$ cat config.mk
export PLATFORM = sky130hd
export DESIGN_NAME = bitsparse_term_sequencer_flat
export DESIGN_NICKNAME = d
export VERILOG_FILES = /design/src/rtl/bitsparse_term_sequencer_if.sv /design/src/rtl/bitsparse_term_sequencer.sv /design/src/flat_wrapper.sv
export SDC_FILE = /design/constraint.sdc
export NUM_CORES = 1
export LEC_CHECK = 0
export BUFFER_PORTS_ARGS = -buffer_cell sky130_fd_sc_hd__clkbuf_2
export CAP_MARGIN = 10
export CORE_MARGIN = 2
export CORE_UTILIZATION = 48
export DETAILED_ROUTE_END_ITERATION = 7
export GPL_TIMING_DRIVEN = 0
export PLACE_DENSITY = 0.77
export SYNTH_ARGS = -nofsm -noshare
export SYNTH_HDL_FRONTEND = slang
export SYNTH_SLANG_ARGS = --single-unit
$ cat constraint.sdc
create_clock -name clk -period 2.4 [get_ports clk]
set_input_delay 0.24 -clock clk [delete_from_list [all_inputs] [get_ports clk]]
set_output_delay 0.24 -clock clk [all_outputs]
set_load 0.01 [all_outputs]
$ cat src/rtl/bitsparse_term_sequencer_if.sv
// Handshake bundle between the weight source, the term sequencer and the
// downstream shift-add PE. The slave modport is the sequencer's view; the
// master modport is the view of whatever drives weights and consumes beats.
// Optional signal out_term_idx exists only when BITSEQ_TERM_IDX_EN is defined.
interface bitsparse_term_sequencer_if #(
  parameter int TAG_WIDTH = 4
);
  // Weight input side
  logic                 in_valid;
  logic                 in_ready;
  logic [7:0]           in_data;
  logic [TAG_WIDTH-1:0] in_tag;

  // Term beat output side
  logic                 out_valid;
  logic                 out_ready;
  logic [2:0]           out_shift;
  logic                 out_sign;
  logic                 out_zero;
  logic                 out_last;
  logic [TAG_WIDTH-1:0] out_tag;

`ifdef BITSEQ_TERM_IDX_EN
  logic [2:0]           out_term_idx;

  modport slave (
    input  in_valid, in_data, in_tag, out_ready,
    output in_ready, out_valid, out_shift, out_sign, out_zero, out_last,
           out_tag, out_term_idx
  );

  modport master (
    output in_valid, in_data, in_tag, out_ready,
    input  in_ready, out_valid, out_shift, out_sign, out_zero, out_last,
           out_tag, out_term_idx
  );
`else
  modport slave (
    input  in_valid, in_data, in_tag, out_ready,
    output in_ready, out_valid, out_shift, out_sign, out_zero, out_last,
           out_tag
  );

  modport master (
    output in_valid, in_data, in_tag, out_ready,
    input  in_ready, out_valid, out_shift, out_sign, out_zero, out_last,
           out_tag
  );
`endif
endinterface

$ cat src/rtl/bitsparse_term_sequencer.sv
// Bit-serial weight front end. Takes one 8-bit sign-magnitude weight per
// handshake and emits one term beat per set magnitude bit, LSB first, each
// carrying the shift amount for the downstream shift-add PE. A zero
// magnitude still produces exactly one (zero-flagged) beat.
//
// The lowest set bit of the live residual mask is found by a 7-to-3 priority
// encoder; that bit is cleared once its beat has been consumed. All beat
// outputs come straight from registers; only in_ready looks at out_ready so
// that a new weight can be taken on the last-beat cycle with no bubble.
//
// Optional feature macro: BITSEQ_TERM_IDX_EN adds out_term_idx, the ordinal
// of the current beat within its weight.
module bitsparse_term_sequencer #(
  parameter int TAG_WIDTH = 4
) (
  input  logic                          clk,
  input  logic                          rst_n,
  input  logic                          flush,
  bitsparse_term_sequencer_if.slave     bus
);

  typedef enum logic {
    IDLE = 1'b0,
    BUSY = 1'b1
  } state_t;

  // Index of the lowest set bit; 0 for an empty mask so the output never floats.
  function automatic logic [2:0] f_lsb_index(input logic [6:0] mask);
    logic [2:0] idx;
    idx = 3'd0;
    for (int i = 6; i >= 0; i--) begin
      if (mask[i]) idx = i[2:0];
    end
    return idx;
  endfunction

  // Residual mask with its lowest set bit removed.
  function automatic logic [6:0] f_clear_lsb(input logic [6:0] mask);
    return mask & (mask - 7'd1);
  endfunction

  state_t               r_state;
  logic [6:0]           r_mask;
  logic                 r_sign;
  logic [TAG_WIDTH-1:0] r_tag;

  state_t               w_state_nxt;
  logic [6:0]           w_mask_nxt;
  logic                 w_sign_nxt;
  logic [TAG_WIDTH-1:0] w_tag_nxt;

  logic                 w_busy;
  logic                 w_mask_empty;
  logic                 w_out_zero;
  logic                 w_out_last;
  logic                 w_out_fire;
  logic                 w_in_ready;
  logic                 w_in_fire;

  // Handshake qualifiers derived from registered state and the live strobes.
  always_comb begin
    w_busy       = (r_state == BUSY);
    w_mask_empty = (r_mask == 7'd0);
    w_out_zero   = w_busy && w_mask_empty;
    // Zero or one bit left means this beat finishes the weight.
    w_out_last   = w_busy && (f_clear_lsb(r_mask) == 7'd0);
    w_out_fire   = w_busy && bus.out_ready;
    w_in_ready   = !flush && (!w_busy || (w_out_fire && w_out_last));
    w_in_fire    = bus.in_valid && w_in_ready;
  end

  // State register: busy flag, residual mask, sign and tag of the live weight.
  always_ff @(posedge clk or negedge rst_n) begin
    if (!rst_n) begin
      r_state <= IDLE;
      r_mask  <= 7'd0;
      r_sign  <= 1'b0;
      r_tag   <= '0;
    end else begin
      r_state <= w_state_nxt;
      r_mask  <= w_mask_nxt;
      r_sign  <= w_sign_nxt;
      r_tag   <= w_tag_nxt;
    end
  end

  // Next-state logic; flush beats a new weight, which beats a finishing or
  // advancing beat. With no beat accepted everything simply holds.
  always_comb begin
    w_state_nxt = r_state;
    w_mask_nxt  = r_mask;
    w_sign_nxt  = r_sign;
    w_tag_nxt   = r_tag;
    if (flush) begin
      w_state_nxt = IDLE;
      w_mask_nxt  = 7'd0;
    end else if (w_in_fire) begin
      w_state_nxt = BUSY;
      w_mask_nxt  = bus.in_data[6:0];
      w_sign_nxt  = bus.in_data[7];
      w_tag_nxt   = bus.in_tag;
    end else if (w_out_fire && w_out_last) begin
      w_state_nxt = IDLE;
      w_mask_nxt  = 7'd0;
    end else if (w_out_fire) begin
      w_mask_nxt  = f_clear_lsb(r_mask);
    end
  end

  // Output logic; beat fields depend only on registers. Negative zero is
  // reported with a positive sign so the PE never sees a signed empty term.
  always_comb begin
    bus.in_ready  = w_in_ready;
    bus.out_valid = w_busy;
    bus.out_shift = w_mask_empty ? 3'd0 : f_lsb_index(r_mask);
    bus.out_zero  = w_out_zero;
    bus.out_last  = w_out_last;
    bus.out_sign  = r_sign && !w_out_zero;
    bus.out_tag   = r_tag;
  end

`ifdef BITSEQ_TERM_IDX_EN
  logic [2:0] r_term_idx;
  logic [2:0] w_term_idx_nxt;

  // Beat ordinal: restarts with every new, flushed or completed weight.
  always_comb begin
    w_term_idx_nxt = r_term_idx;
    if (flush || w_in_fire || (w_out_fire && w_out_last)) begin
      w_term_idx_nxt = 3'd0;
    end else if (w_out_fire) begin
      w_term_idx_nxt = r_term_idx + 3'd1;
    end
  end

  // Beat ordinal register.
  always_ff @(posedge clk or negedge rst_n) begin
    if (!rst_n) begin
      r_term_idx <= 3'd0;
    end else begin
      r_term_idx <= w_term_idx_nxt;
    end
  end

  // Beat ordinal output.
  always_comb begin
    bus.out_term_idx = r_term_idx;
  end
`else
  // Without the ordinal feature the beat carries no position information.
`endif

endmodule
$ cat src/flat_wrapper.sv
// flat-port wrapper written by rule: the top's interface ports become plain ports
module bitsparse_term_sequencer_flat 
#(
  parameter int TAG_WIDTH = 4
)
  (clk, rst_n, flush, bus_in_valid, bus_in_data, bus_in_tag, bus_out_ready, bus_in_ready, bus_out_valid, bus_out_shift, bus_out_sign, bus_out_zero, bus_out_last, bus_out_tag);
  bitsparse_term_sequencer_if #(.TAG_WIDTH(TAG_WIDTH)) bus_i ();
  input  logic clk;
  input  logic rst_n;
  input  logic flush;
  input wire logic [$bits(bus_i.in_valid)-1:0] bus_in_valid;
  input wire logic [$bits(bus_i.in_data)-1:0] bus_in_data;
  input wire logic [$bits(bus_i.in_tag)-1:0] bus_in_tag;
  input wire logic [$bits(bus_i.out_ready)-1:0] bus_out_ready;
  output wire logic [$bits(bus_i.in_ready)-1:0] bus_in_ready;
  output wire logic [$bits(bus_i.out_valid)-1:0] bus_out_valid;
  output wire logic [$bits(bus_i.out_shift)-1:0] bus_out_shift;
  output wire logic [$bits(bus_i.out_sign)-1:0] bus_out_sign;
  output wire logic [$bits(bus_i.out_zero)-1:0] bus_out_zero;
  output wire logic [$bits(bus_i.out_last)-1:0] bus_out_last;
  output wire logic [$bits(bus_i.out_tag)-1:0] bus_out_tag;
  assign bus_i.in_valid = bus_in_valid;
  assign bus_i.in_data = bus_in_data;
  assign bus_i.in_tag = bus_in_tag;
  assign bus_i.out_ready = bus_out_ready;
  assign bus_in_ready = bus_i.in_ready;
  assign bus_out_valid = bus_i.out_valid;
  assign bus_out_shift = bus_i.out_shift;
  assign bus_out_sign = bus_i.out_sign;
  assign bus_out_zero = bus_i.out_zero;
  assign bus_out_last = bus_i.out_last;
  assign bus_out_tag = bus_i.out_tag;
  bitsparse_term_sequencer #(.TAG_WIDTH(TAG_WIDTH)) u_core (.clk(clk), .rst_n(rst_n), .flush(flush), .bus(bus_i));
endmodule
== After elaboration in Yosys (flattened, before gate mapping) ==
Cells that the tools add are included.

* $add $sub $neg: 1
* Muxes and demuxes: 15
* Bitwise logic cells: 2
* Reductions and logical operators: 16

{| class="wikitable"
|+ Operator list
! kind !! number
|-
| $mux 7 || 4
|-
| $mux 3 || 8
|-
| $logic_not 7->1 || 2
|-
| $and 7x7->7 || 1
|-
| $logic_and 1x1->1 || 7
|-
| $sub 7x1->7 const B || 1
|-
| $reduce_bool 4->1 || 1
|-
| $logic_not 1->1 || 3
|-
| $mux 1 || 3
|-
| $reduce_bool 3->1 || 1
|-
| $reduce_and 2->1 || 1
|-
| $logic_or 1x1->1 || 1
|-
| $not 1->1 || 1
|}

* Register bits: 13
* Output and inout bits: 12
* Logic and storage cells: 38

== Logic depth before layout (Yosys ltp) ==
* Word-level depth: 10
* Mapped depth: 6
* Depth with buffers taken out: 5

== Least setup slack after synthesis ==
Ideal clock, no wire load.

* Kind: flip-flop to flip-flop
* From: reg u_core.r_mask[2]
* To: reg u_core.r_tag[0], in the netlist u_core.bus.out_tag[0]
* Arrival: 1.743 ns
* Path slack: 0.532 ns
* Cell stages (with the launch flop): 6
* Clock period less this slack: 1.868 ns
* Cell sequence: dfrtp_1 -> buf_6 -> a2111o_1 -> a211oi_4 -> a22oi_4 -> mux2_4

* Cells in the longest elaborated chain, start to end: 9

{| class="wikitable"
|+ Ends and longest elaborated chain
! item !! RTL line !! RTL
|-
| from (decl) || bitsparse_term_sequencer.sv:43 || <nowiki>logic [6:0] r_mask;</nowiki>
|-
| from (signal assigned) || bitsparse_term_sequencer.sv:81 || <nowiki>r_mask <= w_mask_nxt;</nowiki>
|-
| $sub 7x1->7 || bitsparse_term_sequencer.sv:39 || <nowiki>return mask & (mask - 7'd1);</nowiki>
|-
| $and 7x7->7 * || bitsparse_term_sequencer.sv:39 ||
|-
| $logic_not 7->1 * || bitsparse_term_sequencer.sv:66 || <nowiki>w_out_last = w_busy && (f_clear_lsb(r_mask) == 7'd0);</nowiki>
|-
| $logic_and 1x1->1 * || bitsparse_term_sequencer.sv:66 ||
|-
| $logic_and 1x1->1 * || bitsparse_term_sequencer.sv:68 || <nowiki>w_in_ready = !flush && (!w_busy || (w_out_fire && w_out_last));</nowiki>
|-
| $logic_or 1x1->1 * || bitsparse_term_sequencer.sv:68 ||
|-
| $logic_and 1x1->1 * || bitsparse_term_sequencer.sv:68 ||
|-
| $logic_and 1x1->1 * || bitsparse_term_sequencer.sv:69 || <nowiki>w_in_fire = bus.in_valid && w_in_ready;</nowiki>
|-
| $reduce_and 2->1 (no source line) * || - ||
|-
| to (signal assigned) || bitsparse_term_sequencer.sv:83 || <nowiki>r_tag <= w_tag_nxt;</nowiki>
|-
| to (decl) || bitsparse_term_sequencer.sv:45 || <nowiki>logic [TAG_WIDTH-1:0] r_tag;</nowiki>
|}

Every way passes the cells marked *; elsewhere a longest branch is shown, timed or not.
A chain may end at the register's enable or synchronous reset.

== Final worst setup path ==
* From: reg u_core.r_mask[0]
* To: out bus_in_ready

* Cells in the longest elaborated chain, start to end: 7

{| class="wikitable"
|+ Ends and longest elaborated chain
! item !! RTL line !! RTL
|-
| $sub 7x1->7 || bitsparse_term_sequencer.sv:39 ||
|-
| $and 7x7->7 * || bitsparse_term_sequencer.sv:39 ||
|-
| $logic_not 7->1 * || bitsparse_term_sequencer.sv:66 ||
|-
| $logic_and 1x1->1 * || bitsparse_term_sequencer.sv:66 ||
|-
| $logic_and 1x1->1 * || bitsparse_term_sequencer.sv:68 ||
|-
| $logic_or 1x1->1 * || bitsparse_term_sequencer.sv:68 ||
|-
| $logic_and 1x1->1 * || bitsparse_term_sequencer.sv:68 ||
|-
| to (decl) || flat_wrapper.sv:15 || <nowiki>output wire logic [$bits(bus_i.in_ready)-1:0] bus_in_ready;</nowiki>
|}

Marks and branches as above.

==> out/results.ini <==
[run_status]
outcome = finished, final reports clean

[floorplanning]
die_y_um = 45.4
core_area_sq_um = 1560
die_area_sq_um = 2060
rows = 14
io-pin-count = 29
die_x_um = 45.4
initial_utilization_pct = 52.6

[yosys]
ys_ff_latch = 13
synth_compound_area_share_pct = 26.1
synthMuxAreaShare_pct = 9.15
synth_top_area_share_pct = 39.6
synth_area_leader_cell = dfrtp_1
synth_adder_area_share_pct = 0
synth_xor_area_share_pct = 0
ys_warn_count = 0
synth_area_leaders = dfrtp_1, mux2_4, o21ai_0
ys_types = 29
synth_top_family_by_area = compound AO/OA/AOI/OAI gates
synth_nets = 99
seq_area_frac_synth_pct = 39.6
yosys.area_share.simple_pct = 16.6
synth_cells = 82
synth_area_sq_um = 821
avgSynthCellArea_sq_um = 10.0

[grt]
grt_usage_pct = 18.7
gr-total-overflow = 0
grt_pass1_wl_um = 2790
grt_max_degree = 14
antenna_found_initial = 0
first_global_vias = 651

[final_layout]
fillers = 129
fin_nets = 134
syn_to_final_growth_pct = 24.8
layout_common_cells = clkbuf_2, dfrtp_1, nor2_1, inv_1, o21ai_0
drive_gt1_share_pct = 40.5
antennaDiodeCount = 0
final_cells = 132
fin_area_sq_um = 1020
mostFrequentLayoutCell = clkbuf_2

[timing]
fin_tns_setup_ns = 0
rsz0062_at_grt = no
min_period_over_period_pct = 90.7
relSlewSlack_pct = 74.6
fin_crit_ns = 2.18
max_freq_ghz = 0.459
tightest_slew_ns = 0.378
drv_slew = 0
holdWs_ns = 0.181
finalHoldViolCount = 0
setup_viol = 0
finClkSkew_ns = 0.00321

[clocking]
cts.htree.levels = 1
max-clock-path-buffers = 2
clock_latency_ns = 0.28
clk_pin_slew_ns = 0.08
cts_tree = yes
cts_sinks = 13
clock-root-buffer = clkbuf_4
cts_buffers = 3

[detailed_routing]
routed_wl_um = 1660
wl_per_cell_um = 12.5
drt_iter0_markers = 11
vias = 730
vias_per_cell = 5.53
drtPass1Iterations = 4
ant_nets = 0
drcViolationCount = 0

[place]
port_buffers = 28
placedInstanceArea_sq_um = 981
place_inst = 126
dp_hpwl_um = 1290
gp_congestion = 0.777

[power_and_ir_drop]
peakVddDrop_v = 0.000472
power_density_nw_per_um2 = 667
p_seq_share_pct = 40.6
p_leak_nw = 0.531
p_total_mw = 0.684
combPwrFrac_pct = 39.3
sw_frac_of_total_pct = 33.8
p_int_mw = 0.453
switching_power_mw = 0.231
power.share.clock_pct = 20.1

[worst_setup_path]
cp.required_ns = 2.16
critPathLaunchType = register
cp.arrival_ns = 1.94
cp-end-kind = output pin
worst-setup-path-type = register to output pin
cp_max_fo = 10

[job]
max_cap_viol_count = 0

[min_path]
min_path_type = input pin to register

registers in the layout, summed over array words and instances (netlist names):
register / flops
u_core.r_mask: 7
u_core.bus.out_tag: 4
u_core.r_sign: 1
u_core.bus.out_valid: 1
cell usage after synthesis:
cell type / n
dfrtp_1: 13
inv_1: 8
nor2_1: 8
o21ai_0: 8
mux2_4: 5
nand3_1: 4
nor3_1: 4
a21oi_1: 3
nand2_1: 3
a22oi_1: 2
and2_2: 2
buf_2: 2
nor2b_1: 2
o211ai_1: 2
o2bb2ai_1: 2
a2111o_1: 1
a2111oi_2: 1
a211oi_1: 1
a211oi_4: 1
a21boi_1: 1
a22oi_4: 1
a311oi_1: 1
and3_1: 1
buf_6: 1
buf_8: 1
clkbuf_1: 1
nor4_4: 1
o311ai_0: 1
o41a_1: 1
routing by layer:
layer  GRT usage (%)  share of wire, %
met3            3.20               3.9
met5               0                 0
met2            28.6                48
met1            26.5                47
met4            7.06              0.97
power by group through the flow:
stage	logic, mW	registers, mW	clock network [mW]
final	0.269	0.278	0.137
after detailed placement	0.263	0.281	0
after CTS	0.264	0.278	0.140
after global placement	0.257	0.279	0
after global routing	0.293	0.283	0.150
after floorplan	0.174	0.286	0
through the flow:
step / util (%) / setup WS (ns)
global route: 65.7 / 0.0621
CTS: 65.2 / 0.114
global placement: 62.9 / 0.406
floorplan: - / 0.532
detailed placement: 62.9 / 0.378
finish: 65.7 / 0.222
cell type report:
| type | count | area (sq um) | area share, % |
|---|---|---|---|
| Clock buffer | 4 | 26.3 | 2.56 |
| Sequential cell | 13 | 325 | 31.7 |
| Multi-Input combinational cell | 56 | 425 | 41.5 |
| Inverter | 8 | 30.0 | 2.93 |
| Buffer | 5 | 40.0 | 3.91 |
| Tap cell | 16 | 20.0 | 1.95 |
| Timing Repair Buffer | 30 | 158 | 15.4 |
logic make-up (layout without fill, tap and decap cells):
family / count (synthesis) / count (layout)
AND/OR/NAND/NOR: 25 / 25
AO/OA/AOI/OAI: 26 / 26
flip-flops: 13 / 13
multiplexers: 5 / 5
buffers and inverters: 13 / 47
critical path, stage by stage (launching register included):
cell and delay (ns):
dfrtp_1 0.36, buf_2 0.19, o41a_1 0.47, a211oi_4 0.27, nand2_1 0.08, a21oi_1 0.14, clkbuf_2 0.15
repair_timing:
action                                  CTS  global route
gates resized for setup                   0             0
endpoints found under the setup margin    0             1
buffers inserted                          0             1
hold buffers                              1             0
hold endpoints to repair                 13             0
path summary, 6_finish.rpt:
path / start / to / slack [ns] / cells past startpoint
max: u_core.r_mask[0] / bus_in_ready / 0.22 / 6
min: bus_in_data[0] / u_core.r_mask[0] / 0.18 / 2
max reg2reg: u_core.r_mask[0] / u_core.bus.out_tag[2] / 0.36 / 6
min reg2reg: u_core.bus.out_tag[0] / u_core.bus.out_tag[0] / 0.52 / 1
max in group asynchronous: rst_n / u_core.r_mask[4] / 1.77 / 2
min in group asynchronous: rst_n / u_core.r_mask[2] / 0.38 / 2
No activity file was read; power rests on OpenSTA's default activity.
